==> src/rtl/biquad8_coeff_sequencer.sv <==
// rtl/biquad8_coeff_sequencer.sv - WISHBONE master that loads and commits a biquad8 coefficient set
//
// Walks a coefficient table (1-cycle read latency) and writes every word to the
// zero-FIR (0x04) and pole-FIR (0x10..0x1C) registers of each enabled channel,
// one classic single-cycle WISHBONE write per word, then fires global_update_o.
//
// Ports:
//   wb_clk_i, wb_rst_n_i        clock, asynchronous active-low reset
//   start_i, chan_mask_i        start request and channel enable mask
//   abort_i                     abort request (honoured after the current write)
//   busy_o, done_o, err_o       status: in progress, end pulse, sticky error
//   global_update_o             one-cycle coefficient commit pulse
//   tbl_adr_o, tbl_rd_o, tbl_dat_i  coefficient table read port
//   wb_cyc_o .. wb_sel_o        WISHBONE master outputs
//   wb_ack_i, wb_err_i          WISHBONE slave responses
module biquad8_coeff_sequencer #(
    parameter int NCHAN   = 16,
    parameter int NZERO   = 8,
    parameter int NPOLE   = 8,
    parameter int TIMEOUT = 255,
    localparam int WPC  = NZERO + 4 * NPOLE,
    localparam int TADR = $clog2(NCHAN * WPC),
    localparam int CADR = $clog2(NCHAN)
) (
    input  logic              wb_clk_i,
    input  logic              wb_rst_n_i,
    input  logic              start_i,
    input  logic [NCHAN-1:0]  chan_mask_i,
    input  logic              abort_i,
    output logic              busy_o,
    output logic              done_o,
    output logic              err_o,
    output logic              global_update_o,
    output logic [TADR-1:0]   tbl_adr_o,
    input  logic [17:0]       tbl_dat_i,
    output logic              tbl_rd_o,
    output logic              wb_cyc_o,
    output logic              wb_stb_o,
    output logic              wb_we_o,
    output logic [CADR+6:0]   wb_adr_o,
    output logic [31:0]       wb_dat_o,
    output logic [3:0]        wb_sel_o,
    input  logic              wb_ack_i,
    input  logic              wb_err_i
);

    localparam int WW = $clog2(WPC);
    localparam int TW = $clog2(TIMEOUT + 1);

    typedef enum logic [2:0] {
        S_IDLE,
        S_SKIP,
        S_FETCH,
        S_LATCH,
        S_WRITE,
        S_UPDATE,
        S_FINISH
    } state_t;

    state_t           state;
    state_t           state_n;

    logic [NCHAN-1:0] mask;
    logic [CADR-1:0]  chan;
    logic [WW-1:0]    word;
    logic [17:0]      coeff;
    logic [TW-1:0]    tcnt;
    logic             err_q;
    logic             abort_pend;
    logic             wrote;

    logic [CADR:0]    base;
    logic             found;
    logic [CADR-1:0]  nxt_chan;
    logic             last_word;
    logic             timeout_hit;
    logic             bus_fail;
    logic             abort_now;
    logic [6:0]       reg_off;

    // An abort seen in the same cycle as the closing ack still counts.
    assign abort_now   = abort_pend | abort_i;
    assign last_word   = (word == WW'(WPC - 1));
    assign timeout_hit = (tcnt == TW'(TIMEOUT - 1));
    assign bus_fail    = wb_err_i | (timeout_hit & ~wb_ack_i);

    // Channel search starts at the current channel on the first look after
    // start, and just past it once a channel has been fully written.
    always_comb begin
        base = {1'b0, chan};
        if (state == S_WRITE) begin
            base = {1'b0, chan} + (CADR + 1)'(1);
        end
    end

    // Lowest enabled channel at or above base; masked channels are passed over
    // in a single step so an enabled neighbour follows without dead cycles.
    always_comb begin
        found    = 1'b0;
        nxt_chan = '0;
        for (int i = NCHAN - 1; i >= 0; i--) begin
            if (mask[i] && (i >= int'(base))) begin
                found    = 1'b1;
                nxt_chan = CADR'(i);
            end
        end
    end

    // Word-to-register mapping: zero-FIR words first, then four pole groups.
    always_comb begin
        reg_off = 7'h04;
        if (int'(word) >= NZERO) begin
            reg_off = 7'(16 + 4 * ((int'(word) - NZERO) / NPOLE));
        end
    end

    always_ff @(posedge wb_clk_i or negedge wb_rst_n_i) begin
        if (!wb_rst_n_i) begin
            state <= S_IDLE;
        end else begin
            state <= state_n;
        end
    end

    always_comb begin
        state_n = state;
        case (state)
            S_IDLE: begin
                if (start_i) begin
                    state_n = S_SKIP;
                end
            end
            S_SKIP: begin
                if (abort_now) begin
                    state_n = S_FINISH;
                end else if (found) begin
                    state_n = S_FETCH;
                end else if (wrote) begin
                    state_n = S_UPDATE;
                end else begin
                    state_n = S_FINISH;
                end
            end
            S_FETCH: state_n = S_LATCH;
            S_LATCH: state_n = S_WRITE;
            S_WRITE: begin
                if (bus_fail) begin
                    state_n = S_FINISH;
                end else if (wb_ack_i) begin
                    if (abort_now) begin
                        state_n = S_FINISH;
                    end else if (!last_word || found) begin
                        state_n = S_FETCH;
                    end else begin
                        state_n = S_UPDATE;
                    end
                end
            end
            S_UPDATE: state_n = S_FINISH;
            S_FINISH: state_n = S_IDLE;
            default:  state_n = S_IDLE;
        endcase
    end

    always_ff @(posedge wb_clk_i or negedge wb_rst_n_i) begin
        if (!wb_rst_n_i) begin
            mask       <= '0;
            chan       <= '0;
            word       <= '0;
            coeff      <= '0;
            tcnt       <= '0;
            err_q      <= 1'b0;
            abort_pend <= 1'b0;
            wrote      <= 1'b0;
        end else begin
            case (state)
                S_IDLE: begin
                    if (start_i) begin
                        mask  <= chan_mask_i;
                        err_q <= 1'b0;
                        chan  <= '0;
                        word  <= '0;
                        wrote <= 1'b0;
                    end
                end
                S_SKIP: begin
                    if (found) begin
                        chan <= nxt_chan;
                    end
                end
                S_LATCH: begin
                    coeff <= tbl_dat_i;
                    tcnt  <= '0;
                end
                S_WRITE: begin
                    tcnt <= tcnt + TW'(1);
                    if (bus_fail) begin
                        err_q <= 1'b1;
                    end else if (wb_ack_i) begin
                        wrote <= 1'b1;
                        if (last_word) begin
                            word <= '0;
                            if (found) begin
                                chan <= nxt_chan;
                            end
                        end else begin
                            word <= word + WW'(1);
                        end
                    end
                end
                default: ;
            endcase

            // Aborts only mean something while a sequence is running.
            if (state == S_IDLE) begin
                abort_pend <= 1'b0;
            end else if (abort_i) begin
                abort_pend <= 1'b1;
            end
        end
    end

    // Bus and table outputs decode straight from the state register so an
    // asynchronous reset drops cyc/stb without waiting for a clock edge.
    assign busy_o          = (state != S_IDLE);
    assign done_o          = (state == S_FINISH);
    assign global_update_o = (state == S_UPDATE);
    assign err_o           = err_q;

    assign tbl_rd_o  = (state == S_FETCH);
    assign tbl_adr_o = (state == S_FETCH) ? TADR'(int'(chan) * WPC + int'(word)) : '0;

    assign wb_cyc_o = (state == S_WRITE);
    assign wb_stb_o = (state == S_WRITE);
    assign wb_we_o  = (state == S_WRITE);
    assign wb_sel_o = (state == S_WRITE) ? 4'hF : 4'h0;
    assign wb_adr_o = (state == S_WRITE) ? {chan, reg_off} : '0;
    assign wb_dat_o = (state == S_WRITE) ? {14'b0, coeff} : '0;

endmodule

==> config.mk <==
export PLATFORM = sky130hd
export DESIGN_NAME = biquad8_coeff_sequencer
export DESIGN_NICKNAME = d
export VERILOG_FILES = /design/src/rtl/biquad8_coeff_sequencer.sv
export SDC_FILE = /design/constraint.sdc
export NUM_CORES = 1
export LEC_CHECK = 0
export ABC_AREA = 1
export CORE_ASPECT_RATIO = 1.75
export CORE_MARGIN = 2
export CORE_UTILIZATION = 49
export DETAILED_ROUTE_END_ITERATION = 16
export HOLD_SLACK_MARGIN = 0.06
export PLACE_DENSITY = 0.81
export SETUP_SLACK_MARGIN = 0.02
export SKIP_LAST_GASP = 1
export SYNTH_ARGS = -nofsm -noshare
export SYNTH_HDL_FRONTEND = slang
export SYNTH_SLANG_ARGS = --single-unit
==> constraint.sdc <==
create_clock -name wb_clk_i -period 3.75 [get_ports wb_clk_i]
set_input_delay 0.75 -clock wb_clk_i [delete_from_list [all_inputs] [get_ports wb_clk_i]]
set_output_delay 0.75 -clock wb_clk_i [all_outputs]
set_load 0.01 [all_outputs]
==> qor.yml, run 1 <==
global_routing:
  grt_usage_pct: 22.7
  grt_overflow_total: 0
  grt_pass1_wl_um: 15600
  grt_pass1_vias: 3575
  grt_max_degree: 38
  antenna_found_initial: 0
clock_tree:
  cts.sinks: 58
  cts_tree: "yes"
  insertion_delay_ns: 0.32
  cts_root_buf: "clkbuf_16"
  cts_made_buffers: 9
  clockBufferDepth: 2
  postCtsSetupBuffers: 0
  clk_pin_slew_ns: 0.05
  cts_hold_buf: 0
  cts_max_level: 3
  ctsResizeCount: 0
place:
  preCtsSetupSlack_ns: 0.480
  gp_congestion: 0.898
  io_buffer_count: 88
  placed_cell_area_um2: 4720
  dpl.hpwl_um: 7110
floorplan:
  die_x_um: 71.0
  rows: 42
  ios: 105
  die_area_um2: 8600
  die_y_um: 121
  start_util_pct: 50.8
  core_area_um2: 7570
logic_synthesis:
  synth_top_cells_by_count: "nand2_1, inv_1, nor2_1"
  syn_area_per_cell_um2: 7.22
  synth_flop_cell: "dfrtp_1"
  yosysWarnings: 0
  synth_cell_types: 43
  ys_seq_elements: 58
  ys_async_sr_fraction_pct: 100
  synth.most_common_cell: "nand2_1"
  synth-edff-count: 0
  netlist.area_leader.share_pct: 37.8
  synth_area_leaders: "dfrtp_1, nand2_1, inv_1"
  syn_inst: 532
  synth-seq-area-share_pct: 37.8
  syn_area_um2: 3840
  synth_area_leader_cell: "dfrtp_1"
detailed_routing:
  drtAntennaViolNets: 0
  drt_iter0_markers: 235
  vias: 3653
  wl_per_cell_um: 12.8
  first_pass_iters: 5
  drt_wl_total_um: 9140
  drc: 0
  vias_per_cell: 5.14
sta:
  relSlewSlack_pct: 47.0
  rsz0062_at_grt: "yes"
  tightest_slew_ns: 0.794
  layout_setup_ws_ns: 0.175
  slew_viol_final: 0
  report.final.hold_viol_count: 0
  fmax_ghz: 0.280
  finalSetupViolations: 0
  finalCritPeriodShare_pct: 95.3
  finClkSkew_ns: 0.00464
  fin_crit_ns: 3.58
setup_path:
  cpMostUsedCell: "ha_1"
  critical_path_required_ns: 3.00
  cpPeakStageDelay_ns: 0.55
  start_kind: "flip-flop"
  ff2ff_path_depth: 16
  crit_chain: "ha_1, ha_1, fa_1, xnor2_1, inv_1, nand2_1, o21ai_0, a21oi_1, clkdlybuf4s50_1"
  critPathArrivalTime_ns: 2.83
  worstPathMaxFanout: 6
  critPathKind: "flip-flop to output pin"
  crit_slowest_cell: "clkdlybuf4s50_1"
  end_kind: "output pin"
min_path:
  whs_path_depth: 2
  hp-class: "flip-flop to flip-flop"
status:
  run_status: "completed"
layout:
  nets: 679
  areaGrowthSynthToFinish_pct: 30.6
  drive_above_1_share_pct: 7.06
  fin_util_pct: 66.3
  diodes: 0
  design_area_um2: 5020
power:
  p_leak_nw: 2.41
  p_per_area_nw_per_um2: 716
  ir_drop_v: 0.000452
flow_run:
  maxCapViolations: 0
cell usage in the layout (no fill, tap or decap), types with 2 or more instances in the layout:
master / instances
clkbuf_1: 3
nor2_2: 3
dfrtp_1: 57
clkbuf_16: 9
o22ai_1: 5
fa_1: 2
nand2_1: 136
xnor2_1: 4
nor3b_1: 2
o21ai_1: 3
a31oi_1: 3
nand3_1: 18
conb_1: 16
buf_4: 6
clkbuf_8: 2
nand3b_1: 2
o31ai_1: 2
clkdlybuf4s50_1: 87
o21ai_0: 41
nor3_1: 10
a21oi_1: 19
nor2_4: 2
nand2_2: 4
o21ai_2: 2
ha_1: 19
inv_2: 2
nand3_2: 2
inv_1: 71
nor2_1: 70
kinds of logic after synthesis:
kind of cell / count (synthesis) / synth area share, %
XOR/XNOR: 5 / 1.14
adder cells (fa/ha/maj): 21 / 7.23
AND/OR/NAND/NOR: 257 / 28.7
buffers and inverters: 109 / 13.1
other: 1 / 0.0976
AO/OA/AOI/OAI: 81 / 12.0
flip-flops: 58 / 37.8
report_power, final:
group | leakage (nW) | total (W) | internal [W] | switching [W]
Sequential | 0.737 | 0.00101 | 0.000871 | 0.000138
Combinational | 1.53 | 0.00177 | 0.000701 | 0.00107
Clock | 0.147 | 0.000811 | 0.000549 | 0.000263
Total | 2.41 | 0.00359 | 0.00212 | 0.00147
per-layer routing:
layer	up-vias	wire length, µm	track usage, %	share of wire (%)
li1	1817	-	-	-
met1	1687	3360	23.5	37
met2	124	5050	42.5	55
met3	25	443	4.40	4.8
met4	0	276	11.3	3.0
met5	-	0	0	0
critical path: cells and delay by family (launching register included):
| kind | cells | cell delay [ns] |
|---|---|---|
| adders and majority gates | 3 | 0.92 |
| AOI/OAI and AO/OA | 2 | 0.21 |
| xor gates and xnor gates | 1 | 0.21 |
| buffers and inverters | 2 | 0.62 |
| DFF | 1 | 0.45 |
| and+or+nand+nor | 1 | 0.09 |
layout make-up:
| class | count | area (µm²) |
|---|---|---|
| clock inverter | 2 | 35.0 |
| timing repair buffer | 94 | 921 |
| sequential | 58 | 1450 |
| tap | 88 | 110 |
| multi-input combinational | 380 | 1950 |
| inverter | 75 | 284 |
| clock buffer | 14 | 264 |
| fill | 675 | 2550 |
registers in the layout, summed over array words and instances (netlist names):
signal,flops
abort_pend,1
chan,4
coeff,18
err_o,1
mask,16
state,3
tcnt,8
word,6
wrote,1
metrics by stage:
step           instances  total power (W)  hold slack (ns)  setup TNS [ns]
3_3_place_gp         695          0.00271            0.457               0
4_1_cts              711          0.00361            0.478               0
6_report             711          0.00359            0.474               0
2_1_floorplan        547          0.00223            0.442               0
3_5_place_dp         695          0.00278            0.458               0
5_1_grt              711          0.00389            0.503         -0.0297
final timing paths:
kind / end / start / slack, ns
max: tbl_adr_o[9] / chan[1] / 0.17
min: mask[14] / mask[14] / 0.47
max reg2reg: state[1] / state[0] / 1.10
min reg2reg: mask[14] / mask[14] / 0.47
max in group asynchronous: chan[1] / wb_rst_n_i / 2.40
min in group asynchronous: tcnt[7] / wb_rst_n_i / 0.51
No activity file was read; power rests on OpenSTA's default activity.
==> inputs of run 2 (changes only) <==
--- a/config.mk
+++ b/config.mk
@@ -8,11 +8,11 @@
 export ABC_AREA = 1
 export CORE_ASPECT_RATIO = 1.75
 export CORE_MARGIN = 2
-export CORE_UTILIZATION = 49
+export CORE_UTILIZATION = 45
 export DETAILED_ROUTE_END_ITERATION = 16
+export GPL_ROUTABILITY_DRIVEN = 1
 export HOLD_SLACK_MARGIN = 0.06
-export PLACE_DENSITY = 0.81
-export SETUP_SLACK_MARGIN = 0.02
+export PLACE_DENSITY = 0.75
 export SKIP_LAST_GASP = 1
 export SYNTH_ARGS = -nofsm -noshare
 export SYNTH_HDL_FRONTEND = slang
==> qor.yml, run 2 (synthesis results as in run 1) <==
global_routing:
  grt_overflow_total: 0
  grt_pass1_vias: 3629
  grt_pass1_wl_um: 15900
  grt_max_degree: 40
  grt_usage_pct: 22.1
  antenna_found_initial: 0
place:
  io_buffer_count: 88
  preCtsSetupSlack_ns: 0.499
  placed_cell_area_um2: 4760
  gp_congestion: 0.880
  dpl.hpwl_um: 7290
clock_tree:
  postCtsSetupBuffers: 0
  insertion_delay_ns: 0.33
  clk_pin_slew_ns: 0.04
  cts_made_buffers: 9
  cts_tree: "yes"
  cts.sinks: 58
  cts_root_buf: "clkbuf_16"
  cts_hold_buf: 0
  ctsResizeCount: 0
  clockBufferDepth: 2
  cts_max_level: 3
setup_path:
  ff2ff_path_depth: 15
  crit_start: "chan[1]"
  r2r-start: "state[2]"
  end_kind: "output pin"
  critPathKind: "flip-flop to output pin"
  rr_endpoint: "state[1]"
  worstPathMaxFanout: 6
  critPathArrivalTime_ns: 2.81
  critical_path_required_ns: 3.00
  r2r_slack_ns: 0.89
  start_kind: "flip-flop"
layout:
  largest_reg_flops: 18
  mostFrequentLayoutCells: "nand2_1, clkdlybuf4s50_1, inv_1"
  mostFrequentLayoutCell: "nand2_1"
  diodes: 0
  largest-register: "coeff"
  drive_above_1_share_pct: 7.21
  nets: 680
  areaGrowthSynthToFinish_pct: 31.2
  design_area_um2: 5040
  multiInputGateArea_um2: 1950
  regArea_um2: 1450
  num-fill-cells: 779
  reg.largest.list: "coeff x18, mask x16, tcnt x8"
sta:
  report.final.hold_viol_count: 0
  whs_ns: 0.471
  finalCritPeriodShare_pct: 94.9
  fmax_ghz: 0.281
  finalSetupViolations: 0
  relSlewSlack_pct: 41.7
  slew_viol_final: 0
  layout_setup_ws_ns: 0.190
  rsz0062_at_grt: "no"
  tightest_slew_ns: 0.874
  fin_tns_setup_ns: 0
  finClkSkew_ns: 0.00456
  fin_crit_ns: 3.56
power:
  p_leak_nw: 2.41
  p_per_area_nw_per_um2: 704
  ir_drop_v: 0.000393
detailed_routing:
  vias_per_cell: 4.91
  wl_per_cell_um: 12.6
  drtAntennaViolNets: 0
  vias: 3628
  drt_iter0_markers: 213
  drt_wl_total_um: 9280
  drc: 0
  first_pass_iters: 4
floorplan:
  core_area_um2: 8310
  ios: 105
  die_y_um: 126
  start_util_pct: 46.2
  die_x_um: 73.9
  die_area_um2: 9330
  rows: 44
min_path:
  whs_path_depth: 2
  hp-class: "flip-flop to flip-flop"
  hold_path_end: "mask[3]"
  hold_path.startpoint: "mask[3]"
status:
  run_status: "completed"
flow_run:
  maxCapViolations: 0
## run 2: how the worst max path moves through the flow
stage / cells past startpoint / endpoint / slack (ns)
final: 9 / tbl_adr_o[9] / 0.19
after global routing: 9 / tbl_adr_o[9] / 0.01
after CTS: 9 / tbl_adr_o[9] / 0.15
after detailed placement: 9 / tbl_adr_o[9] / 0.50
after global placement: 9 / tbl_adr_o[9] / 0.55
after floorplan: 16 / chan[1] / 1.03
## run 2: layer usage
layer	part of all wire, %	track usage, %
met2	54	38.9
met4	2.9	10.7
met1	39	24.0
met5	0	0
met3	4.2	5.04
## run 2: through the flow
step           util, %  std cells  total power, W
3_5_place_dp      57.3        723         0.00279
5_1_grt           60.7        739         0.00389
2_1_floorplan        -        547         0.00223
4_1_cts           60.6        739         0.00358
3_3_place_gp      57.3        723         0.00274
6_report          60.7        739         0.00355
## run 2: final cells by class
class                           instances  share of cell area [%]
Multi-Input combinational cell        380                    38.7
Tap cell                              115                    2.85
Timing Repair Buffer                   95                    18.4
Inverter                               75                    5.63
Clock inverter                          3                   0.794
Sequential cell                        58                    28.8
Clock buffer                           13                    4.76
## run 2: worst max-delay path, cell delays in order (launching register included)
cell	delay, ns
dfrtp_2	0.45
ha_1	0.31
ha_1	0.23
fa_1	0.38
xnor2_1	0.22
inv_1	0.08
nand2_1	0.08
o21ai_0	0.07
a21oi_1	0.12
clkdlybuf4s50_1	0.55
## run 2: where the power goes
| group | switching [W] | internal (W) | total (W) |
|---|---|---|---|
| logic | 0.00107 | 0.000702 | 0.00177 |
| clock network | 0.000261 | 0.000511 | 0.000772 |
| registers | 0.000135 | 0.000871 | 0.00101 |
